==> src/rtl/weights_loader.sv <==
// weights_loader
// Sequencing stage in front of the weights RAM. A burst of weight words
// arriving on the AXI-Stream slave is written to consecutive RAM addresses.
// The stored block is then replayed cfg_repeats times (0 means once) on the
// AXI-Stream master. Master backpressure stalls the RAM read pipeline through
// ram_ena, so no skid buffer is needed.
//
// Ports
//   clk, rstn        single clock, asynchronous active-low reset
//   cfg_repeats      replay count, sampled on the first accepted fill beat
//   s_axis_*         slave stream (data/valid/ready/last), fill side
//   m_axis_*         master stream (data/valid/ready/last), replay side
//   ram_ena/wea      RAM enable and write enable
//   ram_addra        RAM address
//   ram_dina         RAM write data
//   ram_douta        RAM read data, passed straight to m_axis_data
//   err_overflow     sticky: a block filled the RAM without a last beat
module weights_loader #(
  parameter int DEPTH    = 256,
  parameter int WIDTH    = 64,
  parameter int LATENCY  = 2,
  parameter int REP_BITS = 16
) (
  input  logic                     clk,
  input  logic                     rstn,
  input  logic [REP_BITS-1:0]      cfg_repeats,
  input  logic [WIDTH-1:0]         s_axis_data,
  input  logic                     s_axis_valid,
  output logic                     s_axis_ready,
  input  logic                     s_axis_last,
  output logic [WIDTH-1:0]         m_axis_data,
  output logic                     m_axis_valid,
  input  logic                     m_axis_ready,
  output logic                     m_axis_last,
  output logic                     ram_ena,
  output logic                     ram_wea,
  output logic [$clog2(DEPTH)-1:0] ram_addra,
  output logic [WIDTH-1:0]         ram_dina,
  input  logic [WIDTH-1:0]         ram_douta,
  output logic                     err_overflow
);

  localparam int AW = $clog2(DEPTH);
  localparam int CW = AW + 1;
  localparam logic [CW-1:0]       CNT_ONE = CW'(1);
  localparam logic [CW-1:0]       CNT_TOP = CW'(DEPTH - 1);
  localparam logic [REP_BITS-1:0] REP_ONE = REP_BITS'(1);

  typedef enum logic [1:0] {
    IDLE  = 2'd0,
    FILL  = 2'd1,
    DRAIN = 2'd2
  } state_t;

  state_t              state_r;
  logic [CW-1:0]       wcnt_r;
  logic [CW-1:0]       nwords_r;
  logic [CW-1:0]       raddr_r;
  logic [REP_BITS-1:0] rep_r;
  logic [REP_BITS-1:0] repeats_r;
  logic [LATENCY-1:0]  vpipe_r;
  logic [LATENCY-1:0]  lpipe_r;
  logic                err_overflow_r;

  logic                wbeat_s;
  logic [CW-1:0]       waddr_s;
  logic                term_s;
  logic                ovf_s;
  logic                adv_s;
  logic                issue_s;
  logic                rd_wrap_s;
  logic                rd_last_s;
  logic [LATENCY-1:0]  vnext_s;
  logic [LATENCY-1:0]  lnext_s;

  assign s_axis_ready = (state_r != DRAIN);
  assign wbeat_s      = s_axis_valid & s_axis_ready;
  // The first beat of a block always lands at address 0, whatever wcnt holds.
  assign waddr_s      = (state_r == IDLE) ? {CW{1'b0}} : wcnt_r;
  assign term_s       = wbeat_s & (s_axis_last | (waddr_s == CNT_TOP));
  assign ovf_s        = wbeat_s & ~s_axis_last & (waddr_s == CNT_TOP);

  assign m_axis_valid = vpipe_r[LATENCY-1];
  assign m_axis_last  = m_axis_valid & lpipe_r[LATENCY-1];
  assign m_axis_data  = ram_douta;
  assign err_overflow = err_overflow_r;

  // The read pipe only moves when the output slot is free or being taken.
  assign adv_s     = ~m_axis_valid | m_axis_ready;
  assign issue_s   = adv_s & (state_r == DRAIN) & (rep_r != repeats_r);
  assign rd_wrap_s = (raddr_r == (nwords_r - CNT_ONE));
  assign rd_last_s = rd_wrap_s & (rep_r == (repeats_r - REP_ONE));

  generate
    if (LATENCY == 1) begin : g_pipe1
      assign vnext_s = issue_s;
      assign lnext_s = issue_s & rd_last_s;
    end else begin : g_pipen
      assign vnext_s = {vpipe_r[LATENCY-2:0], issue_s};
      assign lnext_s = {lpipe_r[LATENCY-2:0], issue_s & rd_last_s};
    end
  endgenerate

  // RAM port steering: write beats while filling, stalled reads while draining.
  always_comb begin
    ram_ena   = 1'b0;
    ram_wea   = 1'b0;
    ram_addra = {AW{1'b0}};
    ram_dina  = {WIDTH{1'b0}};
    case (state_r)
      IDLE, FILL: begin
        if (wbeat_s) begin
          ram_ena   = 1'b1;
          ram_wea   = 1'b1;
          ram_addra = waddr_s[AW-1:0];
          ram_dina  = s_axis_data;
        end else begin
          ram_ena   = 1'b0;
          ram_wea   = 1'b0;
        end
      end
      DRAIN: begin
        ram_ena = adv_s;
        if (issue_s) begin
          ram_addra = raddr_r[AW-1:0];
        end else begin
          ram_addra = {AW{1'b0}};
        end
      end
      default: begin
        ram_ena = 1'b0;
      end
    endcase
  end

  // Sequencer: fill counting, replay address/repeat counters and valid/last pipes.
  always_ff @(posedge clk or negedge rstn) begin
    if (!rstn) begin
      state_r        <= IDLE;
      wcnt_r         <= {CW{1'b0}};
      nwords_r       <= {CW{1'b0}};
      raddr_r        <= {CW{1'b0}};
      rep_r          <= {REP_BITS{1'b0}};
      repeats_r      <= {REP_BITS{1'b0}};
      vpipe_r        <= {LATENCY{1'b0}};
      lpipe_r        <= {LATENCY{1'b0}};
      err_overflow_r <= 1'b0;
    end else begin
      case (state_r)
        IDLE, FILL: begin
          if (wbeat_s) begin
            wcnt_r <= waddr_s + CNT_ONE;
            if (state_r == IDLE) begin
              repeats_r <= (cfg_repeats == {REP_BITS{1'b0}}) ? REP_ONE : cfg_repeats;
            end
            if (term_s) begin
              nwords_r <= waddr_s + CNT_ONE;
              raddr_r  <= {CW{1'b0}};
              rep_r    <= {REP_BITS{1'b0}};
              state_r  <= DRAIN;
              if (ovf_s) begin
                err_overflow_r <= 1'b1;
              end
            end else begin
              state_r <= FILL;
            end
          end
        end
        DRAIN: begin
          if (adv_s) begin
            vpipe_r <= vnext_s;
            lpipe_r <= lnext_s;
          end
          if (issue_s) begin
            if (rd_wrap_s) begin
              raddr_r <= {CW{1'b0}};
              rep_r   <= rep_r + REP_ONE;
            end else begin
              raddr_r <= raddr_r + CNT_ONE;
            end
          end
          // The final beat is the last read issued, so the pipe is empty behind it.
          if (m_axis_valid & m_axis_ready & m_axis_last) begin
            state_r <= IDLE;
          end
        end
        default: begin
          state_r <= IDLE;
        end
      endcase
    end
  end

endmodule

==> config.mk <==
export PLATFORM = sky130hd
export DESIGN_NAME = weights_loader
export DESIGN_NICKNAME = d
export VERILOG_FILES = /design/src/rtl/weights_loader.sv
export SDC_FILE = /design/constraint.sdc
export NUM_CORES = 1
export LEC_CHECK = 0
export CORE_MARGIN = 5
export CORE_UTILIZATION = 40
export CTS_CLUSTER_DIAMETER = 30
export DETAILED_ROUTE_END_ITERATION = 8
export GPL_ROUTABILITY_DRIVEN = 0
export PLACE_DENSITY = 0.83
export SLEW_MARGIN = 5
export SYNTH_ARGS = -nofsm -noshare
export SYNTH_HDL_FRONTEND = slang
export SYNTH_SLANG_ARGS = --single-unit
==> constraint.sdc <==
create_clock -name clk -period 7.1 [get_ports clk]
set_input_delay 2.13 -clock clk [delete_from_list [all_inputs] [get_ports clk]]
set_output_delay 2.13 -clock clk [all_outputs]
set_load 0.05 [all_outputs]
==> results of run 1 <==
==> flip-flops by register name (all words and copies together) (netlist names) <==
| name | flops |
|---|---|
| err_overflow | 1 |
| lpipe_r | 2 |
| vpipe_r | 2 |
| nwords_r | 9 |
| rep_r | 16 |
| wcnt_r | 9 |
| raddr_r | 9 |
| repeats_r | 16 |
| state_r | 2 |
==> path summary, 6_finish.rpt <==
check	from	endpoint	slack, ns	depth (start not counted)
worst min-delay path	err_overflow	err_overflow	0.47	1
worst min register to register	err_overflow	err_overflow	0.47	1
worst max-delay path	s_axis_valid	ram_ena	1.18	4
max in group asynchronous	rstn	nwords_r[7]	4.57	2
min in group asynchronous	rstn	repeats_r[7]	1.99	2
worst max register to register	state_r[1]	rep_r[3]	3.18	11
==> power by group through the flow <==
stage               combinational [uW]  sequential, uW  clock (uW)
finish                            1400             619         451
global route                      1490             636         471
CTS                               1400             613         454
detailed placement                1380             617           0
global placement                  1330             608           0
floorplan                          992             564           0
==> area by class of cell <==
type / count / area (um2)
Antenna cell: 1 / 2.50
Clock buffer: 10 / 239
Clock inverter: 6 / 65.1
Fill cell: 1053 / 5280
Inverter: 11 / 41.3
Multi-Input combinational cell: 425 / 2820
Sequential cell: 66 / 1650
Tap cell: 172 / 215
Timing Repair Buffer: 169 / 2300
==> cell families (layout without fill, tap and decap cells) <==
family	Yosys count	after routing	share of synthesized area, %
other	0	1	0
AO/OA/AOI/OAI	108	108	14.5
multiplexers	24	24	5.10
flip-flops	66	66	32.2
adder cells (fa/ha/maj)	6	6	1.46
buffers and inverters	111	196	12.9
AND/OR/NAND/NOR	247	247	26.9
XOR/XNOR	40	40	6.97
==> synthesized netlist by cell type, drive strengths merged (13+ instances only) <==
| cell | number |
|---|---|
| nand4 | 13 |
| xor2 | 15 |
| clkbuf | 31 |
| and2 | 71 |
| a22o | 14 |
| o21ai | 33 |
| buf | 69 |
| xnor2 | 25 |
| nand3 | 16 |
| nor4 | 16 |
| nand2 | 49 |
| a21oi | 14 |
| dfrtp | 66 |
| mux2 | 17 |
| nor2 | 24 |
==> metrics by stage <==
stage / area (um2) / total power [uW] / std cells
after CTS: 7330 / 2470 / 859
after global routing: 7340 / 2600 / 860
after global placement: 7030 / 1940 / 843
after floorplan: 5130 / 1560 / 602
after detailed placement: 7030 / 2000 / 843
final: 7340 / 2470 / 860
==> metal layers <==
layer | GRT usage [%] | share of wire [%] | up-vias
met5 | 0 | 0 | -
met4 | 8.72 | 3.1 | 0
met3 | 6.40 | 9.4 | 49
met2 | 36.1 | 51 | 265
met1 | 26.3 | 36 | 2313
li1 | - | - | 2206
==> layout by cell type, fill, tap and decap left out, drive strengths merged, types with 15 or more instances in the layout <==
cell type | Yosys | routed
and2 | 71 | 71
buf | 69 | 81
clkdlybuf4s50 | 0 | 88
dfrtp | 66 | 66
mux2 | 17 | 17
nand2 | 49 | 49
nand3 | 16 | 16
nor2 | 24 | 24
nor4 | 16 | 16
o21ai | 33 | 33
xnor2 | 25 | 25
xor2 | 15 | 15
==> results list, run 1 <==
* Run status: finished, final reports clean
- The total overflow left after global routing is 0.
* Post-Synthesis Cells: 602
- Yosys attributes the largest share of cell area to sky130_fd_sc_hd__dfrtp_1 32%, sky130_fd_sc_hd__buf_4 9.4%, sky130_fd_sc_hd__and2_1 8.7%, sky130_fd_sc_hd__xnor2_1 4.1%, sky130_fd_sc_hd__mux2_2 3.7%.
- Once routing completed, OpenROAD measured the worst setup slack at 1.18 ns.
- Reported max-cap violation count: 0
- At the worst endpoint, the arrival time is 3.79 ns.
- Share of layout cells above drive strength 1: 18.2%
- Cell Area, Synth: 5130 um2
- Grouping stages by cell kind, the critical path spends the most delay in buffers and inverters.
* Count of pins over their slew limit: 0
* Data required time at the worst endpoint: 4.97 ns
- The first global-routing pass estimated 26000 um of wire.
- Across every metal layer, demand over resource in global routing totals 21.7%.
- For this design, the slowest cell found on the critical path is sky130_fd_sc_hd__clkdlybuf4s50_1.
- Post-route antenna net violation count: 0
- Post-route worst hold slack: 0.474 ns
- sky130_fd_sc_hd__dfrtp_1 takes more of the synthesized area than any other cell.
- Average instance area after synthesis: 8.53 um2
- After the first detailed-routing iteration, the DRC count stood at 527.
* Die height: 123 um
- The number of different library cells used by synthesis comes to 59.
- Post-DR vias/cell: 5.62
- Summed over its instances, the top area cell type makes up 32.2% of the synthesized netlist area.
- Input and output buffers added on the ports amount to 162.
- Clk_skew: 0.00885 ns
* Standard-cell rows: 41
- Summing the sequential cell areas from Yosys gives 32.2% of the chip area.
- The first TritonRoute pass finished after 5 iterations.
* Worst slack at placement: 1.18 ns
- Share of the cycle needed by the critical path after routing: 83.4%
* Combinational Power Share: 56.7%
* Cell internal power dissipation: 1350 uW
- Setup repair after global routing left no endpoint under its margin.
* Resized Gates After CTS: 0
* Clock root buffer master: sky130_fd_sc_hd__clkbuf_16
- Detailed placement ended at an HPWL of 12400 um.
- Sw power: 1120 uW
* Number of global-route vias before repair: 5042
* Final routed wirelength across all metal layers: 16300 um
- Dividing total power by cell area gives a power density of 337 nW/um2.
- Synthesis produced a netlist with a net count of 757.
- Relative contribution of sequential cells to total power: 25.0%
* IR Drop Worst-Case VDD: 0.162 mV
- Delay of the slowest critical-path stage: 0.82 ns
- Net switching fraction of the power: 45.3%
* TritonCTS clock tree: built
* Area inside the core boundary: 12600 um2
* Number of post-CTS setup repair buffers: 0
- Area delta synth->final: 42.9%
- The die is 123 um wide.
- CTS buffer count: 9
* Number of antenna violations at the first check in global routing: 2
- 291 I/O pins were placed.
- At the later pin of the worst-skew pair, clock insertion delay measures 0.34 ns.
* Worst min path class: reg2reg
- During synthesis, Yosys emitted a total of 0 warnings.
- After layout, the minimum clock period comes to 5.92 ns.
* Sinks on the clock net: 66
- Worst relative slew slack: 14.2%
* Kind of start point of the critical path: input port
* Slew at the pin closest to its max-slew limit: 1.28 ns
- Setup violations remaining at the end of the flow were counted as 0.
- STA classifies the critical path endpoint as a primary output.
- By instance count, the cell type seen most on the critical path is sky130_fd_sc_hd__clkdlybuf4s50_1.
- Final routed DRC violation total: 0
* Buffer levels on the longest clock path: 2
- Count of vias placed by the detailed router: 4833
- The share of total power dissipated in the clock network is 18.2%.
- Along the worst path, the maximum fanout reaches 11.
- Setup CP Type: in2out
- Summed over all failing endpoints, the final setup total negative slack is 0 ns.
* Top flip-flop cell by instance count after synthesis: sky130_fd_sc_hd__dfrtp_1
* CTS hold repair buffers: 0
- Maximum number of pins on one net before global-route repair: 67
- Critical path, cell by cell: clkdlybuf4s50_1 -> nand2b_1 -> nand2_1 -> clkdlybuf4s50_1
- Total Die Area: 15200 um2
- Count of flip-flops with a built-in enable after synthesis: 0
* Static leakage: 0.00305 uW
- In this run, synthesis produced a sequential element count of 66.
* Count of endpoints failing hold in the final timing report: 0
- Timing would allow up to 0.169 GHz.
- Per-cell routed wire length: 19.0 um
- Final nets: 837
* Async set-or-reset flop fraction in the synthesized netlist: 100%
* H-tree depth: 3
- Clock slew at the register clock pins of the worst setup and hold paths: 0.06 ns
- Utilization after layout: 58.1%
- Starting Density: 40.7%
* Worst path bufs/invs: 2
No activity file was read; power rests on OpenSTA's default activity.
==> run 2: changes to the inputs <==
--- a/config.mk
+++ b/config.mk
@@ -6,11 +6,11 @@
 export NUM_CORES = 1
 export LEC_CHECK = 0
 export CORE_MARGIN = 5
-export CORE_UTILIZATION = 40
+export CORE_UTILIZATION = 39
 export CTS_CLUSTER_DIAMETER = 30
 export DETAILED_ROUTE_END_ITERATION = 8
 export GPL_ROUTABILITY_DRIVEN = 0
-export PLACE_DENSITY = 0.83
+export PLACE_DENSITY = 0.82
 export SLEW_MARGIN = 5
 export SYNTH_ARGS = -nofsm -noshare
 export SYNTH_HDL_FRONTEND = slang
==> constraint.sdc (replaced) <==
create_clock -name clk -period 5.6 [get_ports clk]
set_input_delay 1.68 -clock clk [delete_from_list [all_inputs] [get_ports clk]]
set_output_delay 1.68 -clock clk [all_outputs]
set_load 0.05 [all_outputs]
==> run 2 against run 1 <==
Net effect:
- critical path depth is the same
- clock-buffer cell count stayed put
- sequential share of layout area down 0.30 points
- critical endpoint unchanged
- routed wire length shrank 5.5%
- power is 25% higher
- combinational power increased by 27%
- critical path type unchanged
- via count fell by 1.1%
- non-clock buffer count up 2
- worst hold slack improved by 0.0074 ns
- clock skew down 0.0014 ns
==> results list, run 2 (synthesized netlist as in run 1, its figures left out) <==
- The die area was 15600 um2 (+2.3%).
- The final critical path takes up 88.7% of the cycle.
- The post-place setup slack is 0.637 ns (-0.543 ns).
- The setup clock skew after layout came to 0.00749 ns (-0.00136 ns).
* Area inside the core boundary: 13100 um2 (+3.7%)
- Post-route antenna net violation count: 0 (unchanged)
* Highest-count cells in the layout ignoring fill and taps: 88 x sky130_fd_sc_hd__clkdlybuf4s50_1, 74 x sky130_fd_sc_hd__buf_12, 71 x sky130_fd_sc_hd__and2_1
- STA classifies the critical path endpoint as a primary output.
- Count of pins over their slew limit: 0 (unchanged)
- The final worst setup slack came to 0.631 ns (-0.547 ns).
* Worst relative slew slack: 22.4% (+8.2 points)
* IR Drop Worst-Case VDD: 0.243 mV (+51%)
- Data required time at the worst endpoint: 3.92 ns (-1.05 ns)
- Static leakage: 0.00308 uW (+0.80%)
* Global-route wire length before repair: 24400 um (-6.3%)
* Setup TNS: 0 ns (unchanged)
* Final std cell area, no fill: 7440 um2 (+1.4%)
- Arrival time worst endpoint: 3.29 ns (-0.50 ns)
- Most common cell after layout, fill and taps aside: sky130_fd_sc_hd__clkdlybuf4s50_1
- # setup viols final: 0 (unchanged)
- The cell area after placement is 7160 um2 (+1.9%).
- The number of clock buffers inserted by TritonCTS came to 9 (unchanged).
* Largest registers: rep_r x16, repeats_r x16
- The die extent in x is 125 um (+1.2%).
- Number of global-route vias before repair: 4544 (-9.9%)
- The power after layout was 3080 uW (+25%).
* Final Non-Filler Cells: 864 (+0.47%)
- The maximum number of buffers from clock root to sink was 2 (unchanged).
- Share of layout cells above drive strength 1: 17.9% (-0.29 points)
* Run status: finished, final reports clean
* Maximum number of pins on one net before global-route repair: 66 (-1.5%)
* Standard-cell rows: 42 (+2.4%)
* DP Wirelength: 12100 um (-2.7%)
- The detailed-routing iteration count for the pre-antenna-repair pass is 6 (+1).
- The number of clock sinks came to 66 (unchanged).
- Die height: 125 um (+1.2%)
- The total via count in the routed design is 4779 (-1.1%).
- The final routed wirelength across all metal layers is 15400 um (-5.5%).
* Final nets: 839 (+0.24%)
* Tmin final: 4.97 ns
* Total GRT Usage: 19.2% (-2.4 points)
- Peak Freq: 0.201 GHz
- Detailed Route Iter0 Violations: 396 (-25%)
- The clock-pin transition on the worst setup and hold timing paths was 0.05 ns (about the same).
- Worst min path class: reg2reg
- H-tree depth: 3 (unchanged)
- Final routed DRC violation total: 0 (unchanged)
* Clock root buffer master: sky130_fd_sc_hd__clkbuf_16
* Cell total after placement: 849 (+0.71%)
- Count of port buffers added during placement: 162 (unchanged)
* Number of post-CTS setup repair buffers: 0 (unchanged)
- The maximum fanout encountered on the critical timing path was 5 (-6).
- The power per standard cell area came to 415 nW/um2 (+23%).
- Starting Density: 39.2% (-1.4 points)
- GRT overflow: 0 (unchanged)
- CTS hold repair buffers: 0 (unchanged)
* Reported max-cap violation count: 0 (unchanged)
- TritonCTS built the clock tree.
- The mean number of vias per cell is 5.53 (-1.6%).
- The final number of hold-violating endpoints was 0 (unchanged).
- The boundary pin count was 291 (unchanged).
- Compared with the post-synthesis result, the final layout area differs by 44.9%.
- The number of gates resized after CTS came to 0 (unchanged).
* Per-cell routed wire length: 17.9 um (-5.9%)
- Slew at the pin closest to its max-slew limit: 1.16 ns (-0.122 ns)
- By startpoint and endpoint, the worst setup path is classified as in2out.
- The initial antenna violation count was 1 (-1).
- Setup repair after global routing left no endpoint under its margin.
* Kind of start point of the critical path: input port
* Clock latency reported for the late side of the worst-skew pair: 0.33 ns (about the same)
run 2: layout make-up:
type,count,area (um2)
Antenna cell,1,2.50
Clock inverter,4,45.0
Multi-Input combinational cell,425,2820
Sequential cell,66,1650
Tap cell,176,220
Timing Repair Buffer,171,2430
Clock buffer,10,229
Fill cell,1082,5650
Inverter,11,41.3
run 2: final timing paths:
| kind | start | end | slack, ns | cells past startpoint |
|---|---|---|---|---|
| min in group asynchronous | rstn | repeats_r[8] | 1.26 | 1 |
| worst min register to register | vpipe_r[0] | vpipe_r[0] | 0.48 | 1 |
| worst min-delay path | vpipe_r[0] | vpipe_r[0] | 0.48 | 1 |
| worst max-delay path | m_axis_ready | ram_ena | 0.63 | 4 |
| max in group asynchronous | rstn | raddr_r[1] | 3.37 | 2 |
| worst max register to register | state_r[1] | raddr_r[0] | 1.69 | 12 |
run 2: worst max-delay path, cell delays in order:
cell	delay, ns
sky130_fd_sc_hd__clkdlybuf4s50_1	0.50
sky130_fd_sc_hd__o21ai_1	0.15
sky130_fd_sc_hd__nand2_1	0.14
sky130_fd_sc_hd__clkdlybuf4s50_1	0.81
run 2: stage by stage:
step | util (%) | hold slack (ns)
6_report | 56.8 | 0.481
3_5_place_dp | 54.7 | 0.460
2_1_floorplan | - | 0.435
3_3_place_gp | 54.7 | 0.459
5_1_grt | 56.8 | 0.502
4_1_cts | 56.8 | 0.482
run 2: routing by layer:
layer	global-route usage (%)	part of all wire (%)
met5	0	0
met4	6.58	2.9
met3	5.36	9.3
met2	31.3	49
met1	24.6	39
run 2: power breakdown:
part | total (uW) | switching [uW] | internal (uW)
Sequential | 776 | 181 | 596
Combinational | 1780 | 990 | 787
Clock | 530 | 193 | 337
